$ cat src/rtl/memory_dp.sv
`default_nettype none
// ============================================================================
// Module   : memory_dp
// Purpose  : Parametrised simple dual-port RAM (one write port, one read
//            port) with a registered read latency of 1 or 2 cycles and a
//            clear sequencer that zeroes every word after reset.
// Options  : `MEMORY_DP_BYPASS_EN - when defined, a same-address read/write
//            collision returns the new write data (write-first); otherwise
//            the old contents are returned (read-first).
// Revision : 1.0 - initial release
// ============================================================================
module memory_dp #(
  parameter int DATA_W = 8,
  parameter int ADDR_W = 4,
  parameter int DEPTH  = 16,
  parameter int RD_LAT = 1
) (
  input  logic              i_sys_clk,
  input  logic              i_rst_n,
  input  logic              i_wr,
  input  logic [ADDR_W-1:0] i_wr_addr,
  input  logic [DATA_W-1:0] i_wr_data,
  input  logic              i_rd,
  input  logic [ADDR_W-1:0] i_rd_addr,
  output logic [DATA_W-1:0] o_rd_data,
  output logic              o_rd_valid,
  output logic              o_init_done,
  output logic              o_addr_err
);

  // One extra bit so DEPTH == 2**ADDR_W is representable in the range test.
  localparam logic [ADDR_W:0]   c_DEPTH     = (ADDR_W + 1)'(DEPTH);
  localparam logic [ADDR_W-1:0] c_LAST_ADDR = ADDR_W'(DEPTH - 1);

  typedef enum logic [0:0] {
    ST_CLEAR = 1'b0,
    ST_READY = 1'b1
  } state_t;

  state_t            state_q;
  state_t            state_d;
  logic [ADDR_W-1:0] clr_ptr_q;
  logic [ADDR_W-1:0] clr_ptr_d;
  logic              addr_err_q;
  logic              addr_err_d;
  logic [DATA_W-1:0] rd_data_q;
  logic              rd_valid_q;

  logic [DATA_W-1:0] mem_q [0:DEPTH-1];

  logic              wr_in_range;
  logic              rd_in_range;
  logic              mem_we;
  logic [ADDR_W-1:0] mem_waddr;
  logic [DATA_W-1:0] mem_wdata;
  logic              rd_acc;
  logic [DATA_W-1:0] rd_word;

  assign wr_in_range = ({1'b0, i_wr_addr} < c_DEPTH);
  assign rd_in_range = ({1'b0, i_rd_addr} < c_DEPTH);

  // State register and clear pointer; reset restarts the clear from word 0.
  always_ff @(posedge i_sys_clk) begin
    if (!i_rst_n) begin
      state_q   <= ST_CLEAR;
      clr_ptr_q <= '0;
    end else begin
      state_q   <= state_d;
      clr_ptr_q <= clr_ptr_d;
    end
  end

  // Next state, memory write port steering and access acceptance.
  always_comb begin
    state_d    = state_q;
    clr_ptr_d  = clr_ptr_q;
    mem_we     = 1'b0;
    mem_waddr  = i_wr_addr;
    mem_wdata  = i_wr_data;
    rd_acc     = 1'b0;
    addr_err_d = 1'b0;
    case (state_q)
      ST_CLEAR: begin
        // User strobes are ignored; the write port belongs to the clearer.
        mem_we    = 1'b1;
        mem_waddr = clr_ptr_q;
        mem_wdata = '0;
        clr_ptr_d = clr_ptr_q + 1'b1;
        if (clr_ptr_q == c_LAST_ADDR) begin
          state_d   = ST_READY;
          clr_ptr_d = '0;
        end
      end
      ST_READY: begin
        // Out-of-range writes are dropped, out-of-range reads still return.
        mem_we     = i_wr & wr_in_range;
        rd_acc     = i_rd;
        addr_err_d = (i_wr & ~wr_in_range) | (i_rd & ~rd_in_range);
      end
      default: begin
        state_d = ST_CLEAR;
      end
    endcase
  end

  // Memory array write; no reset, the clear sequence initialises it.
  always_ff @(posedge i_sys_clk) begin
    if (i_rst_n && mem_we) begin
      mem_q[mem_waddr] <= mem_wdata;
    end
  end

  // Read word selection: zero for out-of-range, optional write forwarding.
  always_comb begin
    rd_word = '0;
    if (rd_in_range) begin
      rd_word = mem_q[i_rd_addr];
    end
`ifdef MEMORY_DP_BYPASS_EN
    if (i_wr && wr_in_range && rd_in_range && (i_wr_addr == i_rd_addr)) begin
      rd_word = i_wr_data;
    end
`endif
  end

  // Address error flag, one cycle after the offending access.
  always_ff @(posedge i_sys_clk) begin
    if (!i_rst_n) begin
      addr_err_q <= 1'b0;
    end else begin
      addr_err_q <= addr_err_d;
    end
  end

  generate
    if (RD_LAT == 2) begin : g_lat2
      logic [DATA_W-1:0] s1_data_q;
      logic              s1_valid_q;

      // Two-stage read pipeline: array capture, then output register.
      always_ff @(posedge i_sys_clk) begin
        if (!i_rst_n) begin
          s1_data_q  <= '0;
          s1_valid_q <= 1'b0;
          rd_data_q  <= '0;
          rd_valid_q <= 1'b0;
        end else begin
          s1_valid_q <= rd_acc;
          if (rd_acc) begin
            s1_data_q <= rd_word;
          end
          rd_valid_q <= s1_valid_q;
          if (s1_valid_q) begin
            rd_data_q <= s1_data_q;
          end
        end
      end
    end else begin : g_lat1
      // Single output register; data holds while no read completes.
      always_ff @(posedge i_sys_clk) begin
        if (!i_rst_n) begin
          rd_data_q  <= '0;
          rd_valid_q <= 1'b0;
        end else begin
          rd_valid_q <= rd_acc;
          if (rd_acc) begin
            rd_data_q <= rd_word;
          end
        end
      end
    end
  endgenerate

  assign o_rd_data   = rd_data_q;
  assign o_rd_valid  = rd_valid_q;
  assign o_init_done = (state_q == ST_READY);
  assign o_addr_err  = addr_err_q;

endmodule
`default_nettype wire
$ cat config.mk
export PLATFORM = sky130hd
export DESIGN_NAME = memory_dp
export DESIGN_NICKNAME = d
export VERILOG_FILES = /design/src/rtl/memory_dp.sv
export SDC_FILE = /design/constraint.sdc
export NUM_CORES = 1
export LEC_CHECK = 0
export ABC_AREA = 1
export CORE_MARGIN = 2
export CORE_UTILIZATION = 35
export DETAILED_ROUTE_END_ITERATION = 16
export DONT_BUFFER_PORTS = 1
export GPL_TIMING_DRIVEN = 0
export PLACE_DENSITY = 0.54
export SETUP_SLACK_MARGIN = 0.2
export SLEW_MARGIN = 10
export SYNTH_ARGS = -nofsm -noshare
export SYNTH_HDL_FRONTEND = slang
export SYNTH_SLANG_ARGS = --single-unit
$ cat constraint.sdc
create_clock -name i_sys_clk -period 2.2 [get_ports i_sys_clk]
set_input_delay 0.44 -clock i_sys_clk [delete_from_list [all_inputs] [get_ports i_sys_clk]]
set_output_delay 0.44 -clock i_sys_clk [all_outputs]
set_load 0.01 [all_outputs]
==> results of run 1 <==
worst min path at each step:
stage                       startpoint           end  cells past startpoint
after global placement    clr_ptr_q[1]  clr_ptr_q[1]                      2
final                          i_rst_n  clr_ptr_q[1]                      2
after CTS                      i_rst_n  clr_ptr_q[1]                      2
after floorplan           clr_ptr_q[1]  clr_ptr_q[1]                      2
after detailed placement  clr_ptr_q[1]  clr_ptr_q[1]                      2
after global routing              i_rd    o_rd_valid                      2
Yosys cell counts (all sizes together):
cell / instances / area [um^2]
nand3: 106 / 531
inv: 32 / 120
a31oi: 1 / 6.26
nor3: 2 / 10.0
a21oi: 4 / 20.0
nand2: 185 / 694
dfxtp: 14 / 280
o21a: 1 / 7.51
nand3b: 1 / 7.51
nand4: 1 / 6.26
o21ai: 3 / 15.0
or2: 1 / 6.26
conb: 1 / 3.75
ha: 1 / 12.5
nor2: 43 / 161
buf: 28 / 226
edfxtp: 128 / 3840
clkbuf: 1 / 13.8
power by group:
part | switching (mW) | leakage (nW) | internal, mW | total (mW)
Combinational | 0.225 | 1.05 | 0.101 | 0.326
Clock | 1.00 | 0.291 | 1.78 | 2.78
Sequential | 0.0103 | 1.37 | 2.94 | 2.95
Total | 1.24 | 2.71 | 4.81 | 6.05
flip-flops by register name (all words and copies together), names as in the netlist:
signal / cells
clr_ptr_q: 4
mem_q: 128
o_init_done: 1
o_rd_data: 8
o_rd_valid: 1
cell type report:
cell class	instances	area (um^2)	area share, %
Sequential cell	142	4130	58.9
Multi-Input combinational cell	350	1620	23.1
Clock buffer	25	495	7.08
Tap cell	220	275	3.93
Buffer	29	240	3.43
Inverter	32	120	1.72
Clock inverter	7	85.1	1.22
Timing Repair Buffer	2	40.0	0.572
critical path, delay by kind of cell, from the launching register on:
kind	cells	cell delay, ns
buffers and inverters	1	0.18
AOI/OAI and AO/OA	1	0.21
DFF	1	0.38
and+or+nand+nor	3	0.75
what timing repair did:
action | CTS | global route
endpoints found under the setup margin | 120 | 128
pin swaps | 0 | 3
setup buffers | 0 | 2
gates resized for setup | 16 | 21
hold buffers | 0 | 0
metrics by stage:
stage	hold WS (ns)	cells
2_1_floorplan	0.466	553
3_3_place_gp	0.489	773
3_5_place_dp	0.509	773
4_1_cts	0.151	805
5_1_grt	0.177	807
6_report	0.164	807
layer usage:
layer	wire length [um]	part of all wire (%)
met1	6420	46
met2	6630	48
met3	617	4.4
met4	201	1.4
met5	0	0
cell families (layout without fill, tap and decap cells):
kind of cell / after synthesis / count (layout) / share of synthesized area [%]
flops: 142 / 142 / 69.1
simple gates: 339 / 339 / 23.7
buf+inv: 61 / 95 / 6.04
compound gates: 9 / 9 / 0.818
fa+ha+maj: 1 / 1 / 0.210
other cells: 1 / 1 / 0.0629
==> impl_metrics.py, run 1 <==
metrics = {
    "timing": {
        "timing.final.crit_period_ns": 1.85,
        "timing.final.max_slew_violations": 0,
        "fmax_ghz": 0.540,
        "finalClockSkew_ns": 0.0102,
        "final-hold-violation-count": 0,
        "setup_viol": 0,
        "worst-slew-pin-transition_ns": 0.725,
        "rsz0062_at_grt": "false",
        "layout_setup_ws_ns": 0.347,
        "max_slew_margin_pct": 51.6,
        "min_period_over_period_pct": 84.2,
        "tns_ns": 0,
    },
    "grt": {
        "track_usage_pct": 16.5,
        "use_met2_pct": 25.8,
        "first_global_vias": 3743,
        "pin_count_of_the_biggest_net_entering_global_routing": 17,
        "gr-max-usage-layer": "met2",
        "grt_util_met3_pct": 3.38,
        "total_gr_overflow": 0,
        "initial_antenna_violation_count": 0,
        "met1_usage_pct": 22.5,
        "grt_first_pass_wirelength_um": 21500,
    },
    "floorplanning": {
        "die-width_um": 135,
        "floorplan.die_area_um2": 18100,
        "area_of_the_placeable_core_um2": 16600,
        "die_y_um": 135,
        "number_of_ports_placed_on_the_die_boundary": 31,
        "floorplan.rows": 47,
        "initial_core_util_pct": 35.8,
    },
    "run_status": {
        "status": "completed",
    },
    "synth": {
        "synth.net_count": 574,
        "synth_seq_cells": 142,
        "syn-mean-instance-area_um2": 10.8,
        "synth-warning-count": 0,
        "netlist-cell-type-count": 22,
        "gate_count_after_technology_mapping": 553,
        "fraction_of_the_yosys_area_taken_by_sequential_cells_pct": 69.1,
        "syn_area_um2": 5970,
    },
    "pwr": {
        "power.leakage_nw": 2.71,
        "power_density_nw_per_um2": 865,
        "power.ir.vdd_worst_uv": 495,
        "design_power_total_mw": 6.05,
    },
    "cts": {
        "worst_skew_pair.late_latency_ns": 0.42,
        "tritoncts_clock_tree": "yes",
        "cts_buffers": 17,
        "cts_htree_levels": 4,
        "clock_input_transition_at_the_sequential_cells_of_the_worst_setup_and_hold_paths_ns": 0.06,
        "cts_num_sinks": 142,
        "clock_buffer_depth": 2,
        "cts.root.buffer_cell": "clkbuf_16",
    },
    "worst_setup_path": {
        "worst-setup-path-type": "register to register",
        "worst_setup_path_endpoint": "mem_q[14][0]",
        "rrSetupSlack_ns": 0.35,
        "cp-start-kind": "register",
        "worstSetupStartpoint": "o_init_done",
        "setup.worst_path.end_class": "register",
        "crit_arrival_ns": 1.94,
        "worst-endpoint-required_ns": 2.29,
        "worstPathMaxFanout": 10,
        "max_stage_delay_cell_worst_path": "dfxtp_2",
        "crit_path_max_incr_delay_ns": 0.38,
        "rr_startpoint": "o_init_done",
        "r2r_cells": 5,
        "cp_cell_sequence": "buf_4 -> nor2_1 -> a21oi_1 -> nand2_1 -> nor2_4",
        "worst_r2r_dst": "mem_q[14][0]",
    },
    "finish": {
        "post_route_cells_drive_above_1_share_pct": 14.1,
        "layout.cells.most_common_list": "184 x nand2_1, 128 x edfxtp_1, 104 x nand3_1, 30 x inv_1, 26 x nor2_1",
        "fillers": 1583,
        "design_area_um2": 7000,
        "number_of_antenna_diodes": 0,
        "final_core_util_pct": 42.0,
        "most_common_cell_after_layout_fill_and_taps_aside": "nand2_1",
        "growth_of_design_area_from_synthesis_to_finish_pct": 17.3,
        "nets": 595,
    },
    "placed_design": {
        "dp_hpwl_um": 9450,
        "dp_slack_ns": -0.0970,
        "placed_instance_area_um2": 6240,
        "io_buffers": 0,
        "finalWeightedCongestion": 0.772,
    },
    "routing": {
        "drtAntennaViolNets": 0,
        "drt_first_iter_violations": 305,
        "drt-total-wl_um": 13900,
        "routed_wire_length_per_instance_um": 17.2,
        "vias_per_cell": 4.73,
        "drt_first_pass_iters": 4,
        "drc_errors": 0,
        "vias": 3814,
    },
    "hold_path": {
        "hold_path_class": "primary input to register",
    },
    "flow_run": {
        "max_cap_violations": 0,
    },
}
No activity file was read; power rests on OpenSTA's default activity.
==> run 2, diff against run 1 <==
==> constraint.sdc (replaced) <==
create_clock -name i_sys_clk -period 1.95 [get_ports i_sys_clk]
set_input_delay 0.39 -clock i_sys_clk [delete_from_list [all_inputs] [get_ports i_sys_clk]]
set_output_delay 0.39 -clock i_sys_clk [all_outputs]
set_load 0.01 [all_outputs]
==> run 2 against run 1 <==
  * Worst setup slack got worse by 0.14 ns
  * Critical path depth increased by 2
  * Sequential power increased by 13%
  * Global-route usage increased by 0.097 points
  * Wire length increased by 0.72%
  * Flip-flop and latch count unchanged
==> impl_metrics.py, run 2 (synthesis results as in run 1) <==
metrics = {
    "routing": {
        "routed_wire_length_per_instance_um": 17.3,
        "drc_errors": 0,
        "drt_first_iter_violations": 271,
        "drt_first_pass_iters": 5,
        "vias": 3834,
        "drt-total-wl_um": 14000,
        "vias_per_cell": 4.74,
        "drtAntennaViolNets": 0,
    },
    "grt": {
        "first_global_vias": 3754,
        "grt_first_pass_wirelength_um": 21600,
        "track_usage_pct": 16.6,
        "total_gr_overflow": 0,
        "pin_count_of_the_biggest_net_entering_global_routing": 17,
        "initial_antenna_violation_count": 0,
    },
    "worst_setup_path": {
        "rr_startpoint": "o_init_done",
        "worstPathMaxFanout": 10,
        "cp-start-kind": "register",
        "crit_arrival_ns": 1.85,
        "worst_r2r_dst": "mem_q[2][7]",
        "rrSetupSlack_ns": 0.20,
        "setup.worst_path.end_class": "register",
        "r2r_cells": 7,
        "worst-setup-path-type": "register to register",
        "worst-endpoint-required_ns": 2.05,
    },
    "timing": {
        "worst-slew-pin-transition_ns": 0.720,
        "finalClockSkew_ns": 0.00744,
        "timing.final.crit_period_ns": 1.75,
        "setup_viol": 0,
        "final-hold-violation-count": 0,
        "hold_ws_ns": 0.111,
        "min_period_over_period_pct": 89.5,
        "fmax_ghz": 0.573,
        "max_slew_margin_pct": 51.9,
        "rsz0062_at_grt": "true",
        "layout_setup_ws_ns": 0.205,
        "timing.final.max_slew_violations": 0,
    },
    "hold_path": {
        "timing.hold.worst_path_depth": 2,
        "hold_path_class": "primary input to register",
        "hold-path-endpoint": "clr_ptr_q[1]",
        "hold_path.startpoint": "i_rst_n",
    },
    "pwr": {
        "power_density_nw_per_um2": 968,
        "power.leakage_nw": 2.74,
        "power.ir.vdd_worst_uv": 525,
    },
    "run_status": {
        "status": "completed",
    },
    "floorplanning": {
        "floorplan.die_area_um2": 18100,
        "die_y_um": 135,
        "number_of_ports_placed_on_the_die_boundary": 31,
        "area_of_the_placeable_core_um2": 16600,
        "die-width_um": 135,
        "floorplan.rows": 47,
        "initial_core_util_pct": 35.8,
    },
    "finish": {
        "fillers": 1567,
        "number_of_antenna_diodes": 0,
        "post_route_cells_drive_above_1_share_pct": 16.5,
        "growth_of_design_area_from_synthesis_to_finish_pct": 18.7,
        "most_common_cell_after_layout_fill_and_taps_aside": "nand2_1",
        "layout.cells.most_common_list": "179 x nand2_1, 128 x edfxtp_1, 104 x nand3_1, 29 x inv_1, 22 x nor2_1",
        "register_with_the_most_flip_flops": "mem_q",
        "largest_reg_flops": 128,
        "nets": 597,
    },
    "cts": {
        "cts_htree_levels": 4,
        "clock_buffer_depth": 2,
        "clock_input_transition_at_the_sequential_cells_of_the_worst_setup_and_hold_paths_ns": 0.06,
        "cts.root.buffer_cell": "clkbuf_16",
        "ctsHoldBuffers": 0,
        "cts_num_sinks": 142,
        "worst_skew_pair.late_latency_ns": 0.42,
        "cts_buffers": 17,
        "tritoncts_clock_tree": "yes",
    },
    "flow_run": {
        "max_cap_violations": 0,
    },
    "placed_design": {
        "io_buffers": 0,
        "dp_slack_ns": -0.347,
        "finalWeightedCongestion": 0.772,
        "dp_hpwl_um": 9450,
    },
}
==> run 2: area by class of cell <==
| type | instances | area (um^2) | area share [%] |
|---|---|---|---|
| Buffer | 29 | 244 | 3.45 |
| Inverter | 32 | 120 | 1.70 |
| Clock buffer | 25 | 495 | 7.00 |
| Multi-Input combinational cell | 350 | 1660 | 23.5 |
| Tap cell | 220 | 275 | 3.89 |
| Sequential cell | 142 | 4130 | 58.3 |
| Timing Repair Buffer | 4 | 67.6 | 0.954 |
| Clock inverter | 7 | 85.1 | 1.20 |
==> run 2: critical path: stages (launching register included) <==
cell and delay [ns]:
dfxtp_4 0.37, buf_6 0.14, nor2_2 0.12, nor2_2 0.08, buf_4 0.13, nor2_1 0.13, nand2_2 0.17, nor2_4 0.29
==> run 2: worst max-delay path by stage <==
stage | end | cells past startpoint | start
final | mem_q[2][7] | 7 | o_init_done
after global routing | mem_q[15][0] | 5 | o_init_done
after CTS | mem_q[8][0] | 5 | o_init_done
after detailed placement | mem_q[6][4] | 7 | o_init_done
after global placement | mem_q[7][2] | 7 | o_init_done
after floorplan | mem_q[7][0] | 7 | o_init_done
==> run 2: where the power goes <==
group	leakage, nW	switching (mW)	internal [mW]
combinational	1.08	0.263	0.119
clock	0.291	1.15	2.01
sequential	1.37	0.0121	3.31
total	2.74	1.42	5.44
==> run 2: per-layer routing <==
metal	global-route usage, %	share of wire, %	routed length (um)
met1	22.7	47	6510
met2	25.8	47	6570
met3	3.38	4.4	614
met4	7.13	2.0	275
met5	0	0	0
==> run 2: metrics by stage <==
step | instance area [um^2] | total power, mW | cells | utilization (%) | setup TNS [ns]
floorplan | 5970 | 3.63 | 553 | - | 0
global placement | 6240 | 3.72 | 773 | 37.5 | -18.19
detailed placement | 6240 | 3.73 | 773 | 37.5 | -20.29
CTS | 7040 | 6.89 | 808 | 42.3 | 0
global route | 7080 | 7.07 | 809 | 42.5 | 0
finish | 7080 | 6.86 | 809 | 42.5 | 0
==> run 2: repair_timing <==
action                                  in CTS  in global routing
buffers inserted                             3                  1
pin swaps                                    9                 12
endpoints found under the setup margin     160                120
cloned                                       0                  0
gates resized for setup                     46                  8
